**src/rtl/ts_pkg.sv**
```systemverilog
// Shared constants, FSM state type and null-packet byte generator for the
// TS output multiplexer.
package ts_pkg;

  localparam int unsigned TS_PKT_LEN      = 188;
  localparam logic [7:0]  TS_SYNC         = 8'h47;
  localparam logic [12:0] NULL_PID        = 13'h1FFF;
  localparam logic [7:0]  TS_PAYLOAD_ONLY = 8'h10;
  localparam logic [7:0]  NULL_FILL       = 8'hFF;
  localparam logic [7:0]  LAST_BYTE       = 8'(TS_PKT_LEN - 1);

  typedef enum logic [1:0] {
    ST_SEL,
    ST_SEND,
    ST_NULL
  } state_t;

  // Header is sync, PID 0x1FFF with all flags clear, payload-only with CC=0.
  function automatic logic [7:0] null_byte(input logic [7:0] idx);
    case (idx)
      8'd0:    null_byte = TS_SYNC;
      8'd1:    null_byte = {3'b000, NULL_PID[12:8]};
      8'd2:    null_byte = NULL_PID[7:0];
      8'd3:    null_byte = TS_PAYLOAD_ONLY;
      default: null_byte = NULL_FILL;
    endcase
  endfunction

endpackage

```
**src/rtl/rr_arbiter.sv**
```systemverilog
// Combinational round-robin picker: first eligible index above rr_last,
// wrapping modulo N.
module rr_arbiter #(
  parameter int unsigned N = 4,
  parameter int unsigned W = 2
) (
  input  logic [N-1:0] elig,
  input  logic [W-1:0] rr_last,
  output logic [W-1:0] grant,
  output logic         any
);

  int unsigned idx;
  logic [N-1:0] shifted;

  always_comb begin
    grant   = '0;
    any     = 1'b0;
    idx     = 0;
    shifted = '0;
    for (int unsigned i = 1; i <= N; i++) begin
      idx     = (32'(rr_last) + i) % N;
      shifted = elig >> idx;
      if (!any && shifted[0]) begin
        grant = W'(idx);
        any   = 1'b1;
      end
    end
  end

endmodule

```
**src/rtl/ts_mux_scheduler.sv**
```systemverilog
// Packet-granular round-robin TS multiplexer: forwards 188-byte packets from
// N_CH channel buffers onto one TS port, filling idle slots with null packets.
module ts_mux_scheduler
  import ts_pkg::*;
#(
  parameter int unsigned N_CH    = 4,
  parameter int unsigned CH_W    = 2,
  parameter bit          NULL_EN = 1'b1
) (
  input  logic              CLK,
  input  logic              RST,
  input  logic [N_CH-1:0]   REQ,
  input  logic [N_CH-1:0]   CH_MASK,
  input  logic [8*N_CH-1:0] RD_DATA,
  output logic [N_CH-1:0]   RD_EN,
  output logic [7:0]        DATA,
  output logic              D_CLK,
  output logic              D_VALID,
  output logic              P_SYNC,
  output logic [CH_W-1:0]   CH_ACTIVE,
  output logic              NULL_ACTIVE,
  output logic              SYNC_ERR
);

  state_t          state, state_nxt;
  logic [7:0]      cnt, cnt_nxt;
  logic [CH_W-1:0] grant_q, grant_nxt;
  logic [CH_W-1:0] rr_last, rr_last_nxt;
  logic [CH_W-1:0] arb_grant;
  logic            arb_any;
  logic            issue, issue_null;

  logic            s1_valid, s1_null;
  logic [CH_W-1:0] s1_ch;
  logic [7:0]      s1_idx;
  logic [7:0]      rd_byte, s1_byte;

  assign D_CLK = CLK;

  rr_arbiter #(
    .N(N_CH),
    .W(CH_W)
  ) u_arb (
    .elig   (REQ & CH_MASK),
    .rr_last(rr_last),
    .grant  (arb_grant),
    .any    (arb_any)
  );

  always_ff @(posedge CLK) begin
    if (RST) begin
      state   <= ST_SEL;
      cnt     <= '0;
      grant_q <= '0;
      rr_last <= CH_W'(N_CH - 1);
    end else begin
      state   <= state_nxt;
      cnt     <= cnt_nxt;
      grant_q <= grant_nxt;
      rr_last <= rr_last_nxt;
    end
  end

  always_comb begin
    state_nxt   = state;
    cnt_nxt     = cnt;
    grant_nxt   = grant_q;
    rr_last_nxt = rr_last;
    issue       = 1'b0;
    issue_null  = 1'b0;
    case (state)
      ST_SEL: begin
        cnt_nxt = '0;
        if (arb_any) begin
          state_nxt   = ST_SEND;
          grant_nxt   = arb_grant;
          rr_last_nxt = arb_grant;
        end else if (NULL_EN) begin
          state_nxt = ST_NULL;
        end
      end
      ST_SEND, ST_NULL: begin
        issue      = 1'b1;
        issue_null = (state == ST_NULL);
        if (cnt == LAST_BYTE) begin
          state_nxt = ST_SEL;
          cnt_nxt   = '0;
        end else begin
          cnt_nxt = cnt + 8'd1;
        end
      end
      default: state_nxt = ST_SEL;
    endcase
  end

  assign RD_EN = (issue && !issue_null) ? (N_CH'(1) << grant_q) : '0;

  // Stage 1 tracks the byte whose buffer data is on RD_DATA this cycle, so the
  // null path is generated in the same slot and both paths share one latency.
  assign rd_byte = 8'(RD_DATA >> (32'(s1_ch) * 8));
  assign s1_byte = s1_null ? null_byte(s1_idx) : rd_byte;

  always_ff @(posedge CLK) begin
    if (RST) begin
      s1_valid    <= 1'b0;
      s1_null     <= 1'b0;
      s1_ch       <= '0;
      s1_idx      <= '0;
      DATA        <= '0;
      D_VALID     <= 1'b0;
      P_SYNC      <= 1'b0;
      CH_ACTIVE   <= '0;
      NULL_ACTIVE <= 1'b0;
      SYNC_ERR    <= 1'b0;
    end else begin
      s1_valid    <= issue;
      s1_null     <= issue_null;
      s1_ch       <= grant_q;
      s1_idx      <= cnt;
      D_VALID     <= s1_valid;
      P_SYNC      <= s1_valid && (s1_idx == '0);
      NULL_ACTIVE <= s1_valid && s1_null;
      SYNC_ERR    <= s1_valid && !s1_null && (s1_idx == '0) && (rd_byte != TS_SYNC);
      if (s1_valid) begin
        DATA <= s1_byte;
      end
      if (s1_valid && !s1_null) begin
        CH_ACTIVE <= s1_ch;
      end
    end
  end

endmodule

```
**config.mk**
```make
export PLATFORM = sky130hd
export DESIGN_NAME = ts_mux_scheduler
export DESIGN_NICKNAME = d
export VERILOG_FILES = /design/src/rtl/ts_pkg.sv /design/src/rtl/rr_arbiter.sv /design/src/rtl/ts_mux_scheduler.sv
export SDC_FILE = /design/constraint.sdc
export NUM_CORES = 1
export LEC_CHECK = 0
export BUFFER_PORTS_ARGS = -buffer_cell sky130_fd_sc_hd__buf_2
export CAP_MARGIN = 20
export CORE_MARGIN = 4
export CORE_UTILIZATION = 40
export CTS_CLUSTER_DIAMETER = 40
export DETAILED_ROUTE_END_ITERATION = 10
export PLACE_DENSITY = 0.68
export SETUP_SLACK_MARGIN = 0.15
export SLEW_MARGIN = 20
export SYNTH_ARGS = -nofsm -noshare
export SYNTH_HDL_FRONTEND = slang
export SYNTH_SLANG_ARGS = --single-unit
```
**constraint.sdc**
```tcl
create_clock -name CLK -period 1.51 [get_ports CLK]
set_input_delay 0.0755 -clock CLK [delete_from_list [all_inputs] [get_ports CLK]]
set_output_delay 0.0755 -clock CLK [all_outputs]
set_load 0.005 [all_outputs]
```
==> impl_metrics.toml, run 1 <==
[floorplan]
num_io_pins = 61
die_area_um2 = 5820
coreArea_um2 = 4440
dieWidth_um = 76.3
die_y_um = 76.3
rows = 24
start_util_pct = 41.9

[worst_setup_path]
crit-reg2reg-launch = "s1_ch[0]"
rr_endpoint = "SYNC_ERR"
ff2ff_path_depth = 4
cp_max_fo = 6
startpoint_type = "flip-flop"
reg2reg_slack_ps = -90
crit_type = "reg -> reg"
setup.worst_path.end_class = "flip-flop"
arrival_ps = 1890
worstPathRequired_ps = 1810

[layout]
layoutNonFillerInstCount = 328
drive_gt1_share_pct = 49.6
design_area_um2 = 2690
nets = 322
area_growth_syn_to_layout_pct = 44.4
final_core_util_pct = 60.6
n_antenna_cell = 0

[clocking]
path_clk_slew_ps = 80
cts_tree = "yes"
clk_latency_ps = 400

[power]
leakage_nw = 1.17
peakVddDrop_mv = 0.675
p_per_area_nw_per_um2 = 1240

[worst_hold_path]
hold-path-cell-count = 5
hp-class = "in -> reg"
min_from = "CH_MASK[2]"
hold_end = "rr_last[1]"

[timing]
period_needed_ps = 1600
worst_slack_ps = -85.5
min_period_over_period_pct = 106
hold_violations = 0
setup_viol = 1
timing.slew.headroom_pct = 75.8
clock_skew_ps = 4.37
finalSetupTns_ps = -85.5
fmax_ghz = 0.627
maxSlewViolCount = 0
rsz0062_at_grt = "true"
tightest_slew_ps = 358

[global_route]
grt.busiest_layer = "met2"
grt_pass1_wl_um = 7240
grt_max_degree = 18
antenna_found_initial = 0
grt_pass1_vias = 1620
use_met1_pct = 18.0
met2_usage_pct = 24.2
overflow = 0
grtUsageMet3_pct = 8.27
track_usage_pct = 15.7

[synthesis]
seq_area_frac_synth_pct = 43.0
syn_area_per_cell_um2 = 9.81
yosysMostFrequentCell = "dfxtp_1"
synth-seq-cells = 40
yosys-top-cells-area = "dfxtp_1, mux4_2, nor2b_1"
ys_top_cells_by_count = "dfxtp_1, nor2_1, nor2b_1"
synthArstFlopShare_pct = 0
syn_area_um2 = 1860
yosysUniqueCellTypes = 44
synthesis.instances = 190
synth_top_area_cell = "dfxtp_1"
syn-num-nets = 237
synth_top_area_share_pct = 43.0
synth_edf_count = 0
yosysWarnings = 0
synth_ff_type = "dfxtp_1"

[status]
violations = "setup timing"
outcome = "complete, but fails checks"

[route]
first_iter_violations = 61
viasPerCell = 5.20
drt-total-wl_um = 4450
drt_first_pass_iters = 4
wl_per_cell_um = 13.6
ant_nets = 0
num_vias = 1705
drc = 0

[placed_design]
place_inst = 306
port_buffers = 60
place_congestion = 0.937
dpl_cell_area_um2 = 2290
dpl_worst_slack_ps = -94.1
dp.final_hpwl_um = 3180

[job]
cap_viol_max_count = 0
## cell usage in the layout, fill, tap and decap left out, drive strengths merged, types with 2 or more instances in the layout
master,count
nand4,2
and3b,2
o221ai,2
buf,83
nor3b,2
nor4,2
nand2b,4
nand2,10
mux4,8
nand3,3
and2,2
dfxtp,40
nor2,22
mux2i,4
inv,7
o311ai,2
o21ai,5
nor2b,19
nand3b,2
a21oi,14
ha,5
a211oi,2
clkbuf,8
xnor2,5
xor2,2
## stage by stage
stage	hold slack (ps)	power [W]
floorplan	156	0.00177
global placement	158	0.00201
detailed placement	158	0.00201
CTS	113	0.00321
global route	140	0.00353
finish	122	0.00333
## sequential cells by signal, summed over array words and instances (netlist names), 2 cells and up
signal     flops
s1_ch          2
cnt            8
CH_ACTIVE      2
DATA           8
rr_last        2
grant_q        2
s1_idx         8
state          2
## routing by layer
layer  share of wire, %  wire length (um)
met5                  0                 0
met4               0.88                39
met3                 10               444
met2                 47              2070
met1                 43              1900
## cell families (layout without fill, tap and decap cells)
group	Yosys count	count (layout)	synth area share, %
multiplexers	13	13	12.8
adder cells (fa/ha/maj)	5	5	3.36
AND/OR/NAND/NOR	76	76	22.3
XOR/XNOR	7	7	3.29
AO/OA/AOI/OAI	34	34	11.6
buffers and inverters	15	101	3.62
flip-flops	40	40	43.0
## worst max-delay path by stage
stage	startpoint	endpoint	slack, ps	cells after the start
after global placement	s1_ch[0]	SYNC_ERR	-50	4
after floorplan	s1_ch[0]	SYNC_ERR	-5	4
after global routing	s1_ch[0]	SYNC_ERR	-160	4
after CTS	s1_ch[0]	SYNC_ERR	-80	4
final	s1_ch[0]	SYNC_ERR	-90	4
after detailed placement	s1_ch[0]	SYNC_ERR	-90	4
## worst max-delay path, cell delays in order, from the launching register on
cell       delay (ps)
dfxtp_2           360
buf_8             130
mux4_2            510
and4_4            210
a2111oi_2         280
## cell type report
class | instances | area [um2]
fillers | 374 | 1750
clock inverters | 3 | 46.3
flip-flops and latches | 40 | 813
well taps | 52 | 65.1
repair buffers | 83 | 492
inverters | 6 | 25.0
multi-input cells | 135 | 1140
clock buffers | 9 | 115
## power by group
group	leakage (nW)	internal [W]	switching, W
logic	0.759	0.000503	0.000406
clock network	0.0803	0.000683	0.000437
registers	0.328	0.00118	0.000121
## repair_timing
item / in CTS / in global routing
buffers inserted: 3 / 7
endpoints found under the hold margin: 1 / 0
pin swaps: 3 / 16
endpoints found under the setup margin: 23 / 27
hold buffers: 1 / 0
gates resized for setup: 18 / 27
Power figures use the tool's default switching activity.
==> inputs of run 2 (changes only) <==
--- a/config.mk
+++ b/config.mk
@@ -11,7 +11,7 @@
 export CORE_UTILIZATION = 40
 export CTS_CLUSTER_DIAMETER = 40
 export DETAILED_ROUTE_END_ITERATION = 10
-export PLACE_DENSITY = 0.68
+export PLACE_DENSITY = 0.66
 export SETUP_SLACK_MARGIN = 0.15
 export SLEW_MARGIN = 20
 export SYNTH_ARGS = -nofsm -noshare
==> constraint.sdc (replaced) <==
create_clock -name CLK -period 1.9 [get_ports CLK]
set_input_delay 0.095 -clock CLK [delete_from_list [all_inputs] [get_ports CLK]]
set_output_delay 0.095 -clock CLK [all_outputs]
set_load 0.005 [all_outputs]
==> run 2 against run 1 <==
Effect of this change: the flow now finishes without violations; clock power down 19%; non-clock buffer count down 21; register-to-register slack better by 310 ps; utilization down 7.2 points; sequential power down 22%; sequential share of layout area up 3.6 points; worst hold slack worse by 9.2 ps; clock skew up 5.3 ps; worst setup slack better by 310 ps; die area unchanged; highest routed layer unchanged.
==> impl_metrics.toml, run 2 (synthesized netlist as in run 1, its figures left out) <==
[status]
outcome = "completed"

[placed_design]
dpl_cell_area_um2 = 2210
place_inst = 296
dpl_worst_slack_ps = 106
port_buffers = 60
place_congestion = 0.886
dp.final_hpwl_um = 3230

[global_route]
grt_pass1_vias = 1562
overflow = 0
grt_max_degree = 32
antenna_found_initial = 0
grt_pass1_wl_um = 6930
track_usage_pct = 14.8

[floorplan]
die_area_um2 = 5820
dieWidth_um = 76.3
rows = 24
start_util_pct = 41.9
coreArea_um2 = 4440
die_y_um = 76.3
num_io_pins = 61

[layout]
nFillCells = 445
nets = 301
final_common_cell = "buf_2"
largestRegisters = "DATA: 8 flops, cnt: 8 flops, s1_idx: 8 flops"
design_area_um2 = 2370
layout_common_cells = "buf_2, dfxtp_1, nor2_1"
area_growth_syn_to_layout_pct = 27.2
n_antenna_cell = 0
drive_gt1_share_pct = 32.9
layoutNonFillerInstCount = 307

[worst_setup_path]
cp_max_fo = 8
arrival_ps = 1960
startpoint_type = "flip-flop"
worstPathRequired_ps = 2180
crit_type = "reg -> reg"
setup.worst_path.end_class = "flip-flop"

[clocking]
clk_latency_ps = 400
path_clk_slew_ps = 70
cts_setup_buffers = 0
cts_tree = "yes"

[timing]
worst_slack_ps = 222
min_period_over_period_pct = 88.3
timing.slew.headroom_pct = 57.2
setup_viol = 0
finalSetupTns_ps = 0
fin_hold_ws_ps = 112
rsz0062_at_grt = "false"
fmax_ghz = 0.596
maxSlewViolCount = 0
period_needed_ps = 1680
hold_violations = 0
clock_skew_ps = 9.67
tightest_slew_ps = 640

[route]
drt-total-wl_um = 4160
drc = 0
first_iter_violations = 47
ant_nets = 0
num_vias = 1596
drt_first_pass_iters = 4
viasPerCell = 5.20
wl_per_cell_um = 13.6

[job]
cap_viol_max_count = 0

[power]
leakage_nw = 1.06
p_per_area_nw_per_um2 = 1020
peakVddDrop_mv = 0.376

[worst_hold_path]
hp-class = "in -> reg"
run 2: through the flow:
stage / total power (W) / utilization [%]
4_1_cts: 0.00245 / 53.4
2_1_floorplan: 0.00140 / -
5_1_grt: 0.00257 / 53.4
3_5_place_dp: 0.00156 / 49.7
3_3_place_gp: 0.00155 / 49.7
6_report: 0.00242 / 53.4
run 2: critical path, cell delays in order, from the launching register on:
cell and delay (ps):
dfxtp_2 450, mux4_2 550, and4_4 200, a2111oi_1 370
run 2: timing repair:
item                       in CTS  in global routing
setup endpoints to repair       1                  0
gates resized for setup         1                  0
hold buffers                    0                  0
hold endpoints to repair        0                  0
run 2: final timing paths:
kind | from | end | slack [ps] | cells past startpoint
worst max-delay path | s1_ch[0] | SYNC_ERR | 220 | 3
worst min-delay path | CH_MASK[0] | grant_q[0] | 110 | 4
worst max register to register | s1_ch[0] | SYNC_ERR | 220 | 3
worst min register to register | DATA[4] | DATA[4] | 490 | 2
run 2: final cells by class:
type	instances	area [um2]	area share [%]
Clock buffer	10	129	5.44
Inverter	6	22.5	0.950
Multi-Input combinational cell	135	996	42.0
Timing Repair Buffer	62	318	13.4
Sequential cell	40	802	33.8
Clock inverter	2	38.8	1.64
Tap cell	52	65.1	2.74
run 2: metal layers:
| metal | vias to the layer above | part of all wire (%) | global-route usage, % |
|---|---|---|---|
| met2 | 69 | 47 | 23.4 |
| met3 | 7 | 9.6 | 6.97 |
| met1 | 720 | 42 | 16.8 |
| met4 | 0 | 1.5 | 7.43 |
| li1 | 800 | - | - |
| met5 | - | 0 | 0 |
run 2: report_power, final:
| group | internal [W] | leakage (nW) | total (W) | switching, W |
|---|---|---|---|---|
| clock | 0.000577 | 0.0869 | 0.000911 | 0.000334 |
| combinational | 0.000261 | 0.646 | 0.000503 | 0.000242 |
| sequential | 0.000929 | 0.326 | 0.00101 | 0.0000805 |
| total | 0.00177 | 1.06 | 0.00242 | 0.000657 |
==> inputs of run 3 (changes only) <==
--- a/config.mk
+++ b/config.mk
@@ -5,13 +5,14 @@
 export SDC_FILE = /design/constraint.sdc
 export NUM_CORES = 1
 export LEC_CHECK = 0
+export ABC_AREA = 1
 export BUFFER_PORTS_ARGS = -buffer_cell sky130_fd_sc_hd__buf_2
 export CAP_MARGIN = 20
 export CORE_MARGIN = 4
 export CORE_UTILIZATION = 40
 export CTS_CLUSTER_DIAMETER = 40
 export DETAILED_ROUTE_END_ITERATION = 10
-export PLACE_DENSITY = 0.66
+export PLACE_DENSITY = 0.64
 export SETUP_SLACK_MARGIN = 0.15
 export SLEW_MARGIN = 20
 export SYNTH_ARGS = -nofsm -noshare
==> run 3 against run 2 <==
Effect of this change: sequential power increased by 12%; first-iteration DRC count increased by 19%; die area increased by 14%; critical endpoint is now cnt[6].
==> impl_metrics.toml, run 3 <==
[status]
outcome = "completed"

[synthesis]
yosysUniqueCellTypes = 38
yosys-top-cells-area = "dfxtp_1, nand2_1, nor2_1"
syn-num-nets = 359
seq_area_frac_synth_pct = 37.2
syn_area_um2 = 2150
yosysWarnings = 0
synthesis.instances = 312
synth_top_area_share_pct = 37.2
synthArstFlopShare_pct = 0
synth_top_area_cell = "dfxtp_1"
syn_area_per_cell_um2 = 6.90
synth_edf_count = 0
synth-seq-cells = 40
synth_ff_type = "dfxtp_1"
yosysMostFrequentCell = "nand2_1"
ys_top_cells_by_count = "nand2_1, nor2_1, dfxtp_1"

[timing]
tightest_slew_ps = 367
fin_hold_ws_ps = 72.0
maxSlewViolCount = 0
fmax_ghz = 0.661
timing.slew.headroom_pct = 75.3
clock_skew_ps = 6.31
period_needed_ps = 1510
rsz0062_at_grt = "false"
finalSetupTns_ps = 0
min_period_over_period_pct = 79.6
hold_violations = 0
setup_viol = 0

[power]
peakVddDrop_mv = 0.713
p_per_area_nw_per_um2 = 1280
leakage_nw = 1.33

[global_route]
grt_max_degree = 21
overflow = 0
grt_pass1_wl_um = 7780
track_usage_pct = 15.6
antenna_found_initial = 0
grt_pass1_vias = 1895

[layout]
largestRegisters = "DATA: 8 flops, cnt: 8 flops, s1_idx: 8 flops"
layout_common_cells = "nand2_1, buf_2, nor2_1"
nets = 423
drive_gt1_share_pct = 26.8
area_growth_syn_to_layout_pct = 23.9
n_antenna_cell = 0
final_common_cell = "nand2_1"

[route]
drt-total-wl_um = 4820
ant_nets = 0
num_vias = 2082
first_iter_violations = 56
drt_first_pass_iters = 4
viasPerCell = 4.66
wl_per_cell_um = 10.8
drc = 0

[worst_setup_path]
cp_max_fo = 4
crit_type = "reg -> reg"
startpoint_type = "flip-flop"
setup.worst_path.end_class = "flip-flop"
cpMaxStageDelayCell = "dfxtp_1"
critical_path.cell_chain = "ha_1 -> inv_1 -> nand2_1 -> nor3_1 -> inv_1 -> nor2_1 -> xor2_1 -> nor2_1"
worstPathRequired_ps = 2200
arrival_ps = 1820
slowest_delay_ps = 340

[job]
cap_viol_max_count = 0

[clocking]
cts-hold-fix-buffers = 0
cts_setup_buffers = 0
cts_tree = "yes"
path_clk_slew_ps = 80
clk_latency_ps = 400

[worst_hold_path]
hp-class = "in -> reg"

[floorplan]
die_y_um = 81.4
dieWidth_um = 81.4
num_io_pins = 61
die_area_um2 = 6620
start_util_pct = 41.6
coreArea_um2 = 5170
rows = 26

[placed_design]
port_buffers = 60
dp.final_hpwl_um = 3700
place_congestion = 0.817
## run 3: cell count changes in the layout (fill, tap and decap cells not counted), sizes merged, moves of 8 or more
cell,change
nand2,+83
inv,+30
nand3,+22
nor2,+21
nor2b,-19
o21ai,+16
mux4,-8
## run 3: where the power goes
group	total [W]	switching [W]	leakage, nW	internal (W)
logic	0.00140	0.000864	0.923	0.000538
registers	0.00113	0.000136	0.325	0.000992
clock network	0.000888	0.000345	0.0803	0.000543
total	0.00342	0.00135	1.33	0.00207
## run 3: cell families (layout without fill, tap and decap cells)
kind of cell | after synthesis | count (layout) | synth area share, %
buffers and inverters | 45 | 110 | 9.19
and+or+nand+nor | 181 | 181 | 39.4
AOI/OAI and AO/OA | 38 | 38 | 10.1
xor gates and xnor gates | 3 | 3 | 1.22
DFF | 40 | 40 | 37.2
adders and majority gates | 5 | 5 | 2.91
## run 3: critical path: cells and delay by family, from the launching register on
family / cells / cell delay [ps]
adder cells (fa/ha/maj): 1 / 250
AND/OR/NAND/NOR: 4 / 480
buffers and inverters: 2 / 170
XOR/XNOR: 1 / 160
flip-flops: 1 / 340
## run 3: area by class of cell
class / count / area (um2)
Clock buffer: 9 / 115
Clock inverter: 3 / 46.3
Fill cell: 528 / 2510
Inverter: 35 / 136
Multi-Input combinational cell: 227 / 1150
Sequential cell: 40 / 802
Tap cell: 70 / 87.6
Timing Repair Buffer: 63 / 325
## run 3: path summary, 6_finish.rpt
path          endpoint  slack (ps)  depth (start not counted)  startpoint
max             cnt[6]         390                          8    state[0]
min          s1_idx[3]          70                          2         RST
max reg2reg     cnt[6]         390                          8    state[0]
min reg2reg  s1_idx[5]         450                          2      cnt[5]
## run 3: routing by layer
layer / global-route usage (%) / up-vias / routed length (um)
met5: 0 / - / 0
met4: 9.46 / 0 / 97
met3: 5.65 / 7 / 319
met2: 26.2 / 50 / 2240
met1: 16.6 / 904 / 2160
li1: - / 1121 / -
## run 3: stage by stage
stage	power (W)	instances	setup WS, ps	utilization [%]	cell area [um2]
2_1_floorplan	0.00225	312	505	-	2150
3_3_place_gp	0.00256	436	346	48.5	2510
3_5_place_dp	0.00258	436	292	48.5	2510
4_1_cts	0.00346	447	283	51.5	2670
5_1_grt	0.00371	447	218	51.5	2670
6_report	0.00342	447	388	51.5	2670
## run 3: timing repair
| item | CTS | global route |
|---|---|---|
| hold endpoints to repair | 0 | 0 |
| gates resized for setup | 0 | 1 |
| endpoints found under the setup margin | 0 | 4 |
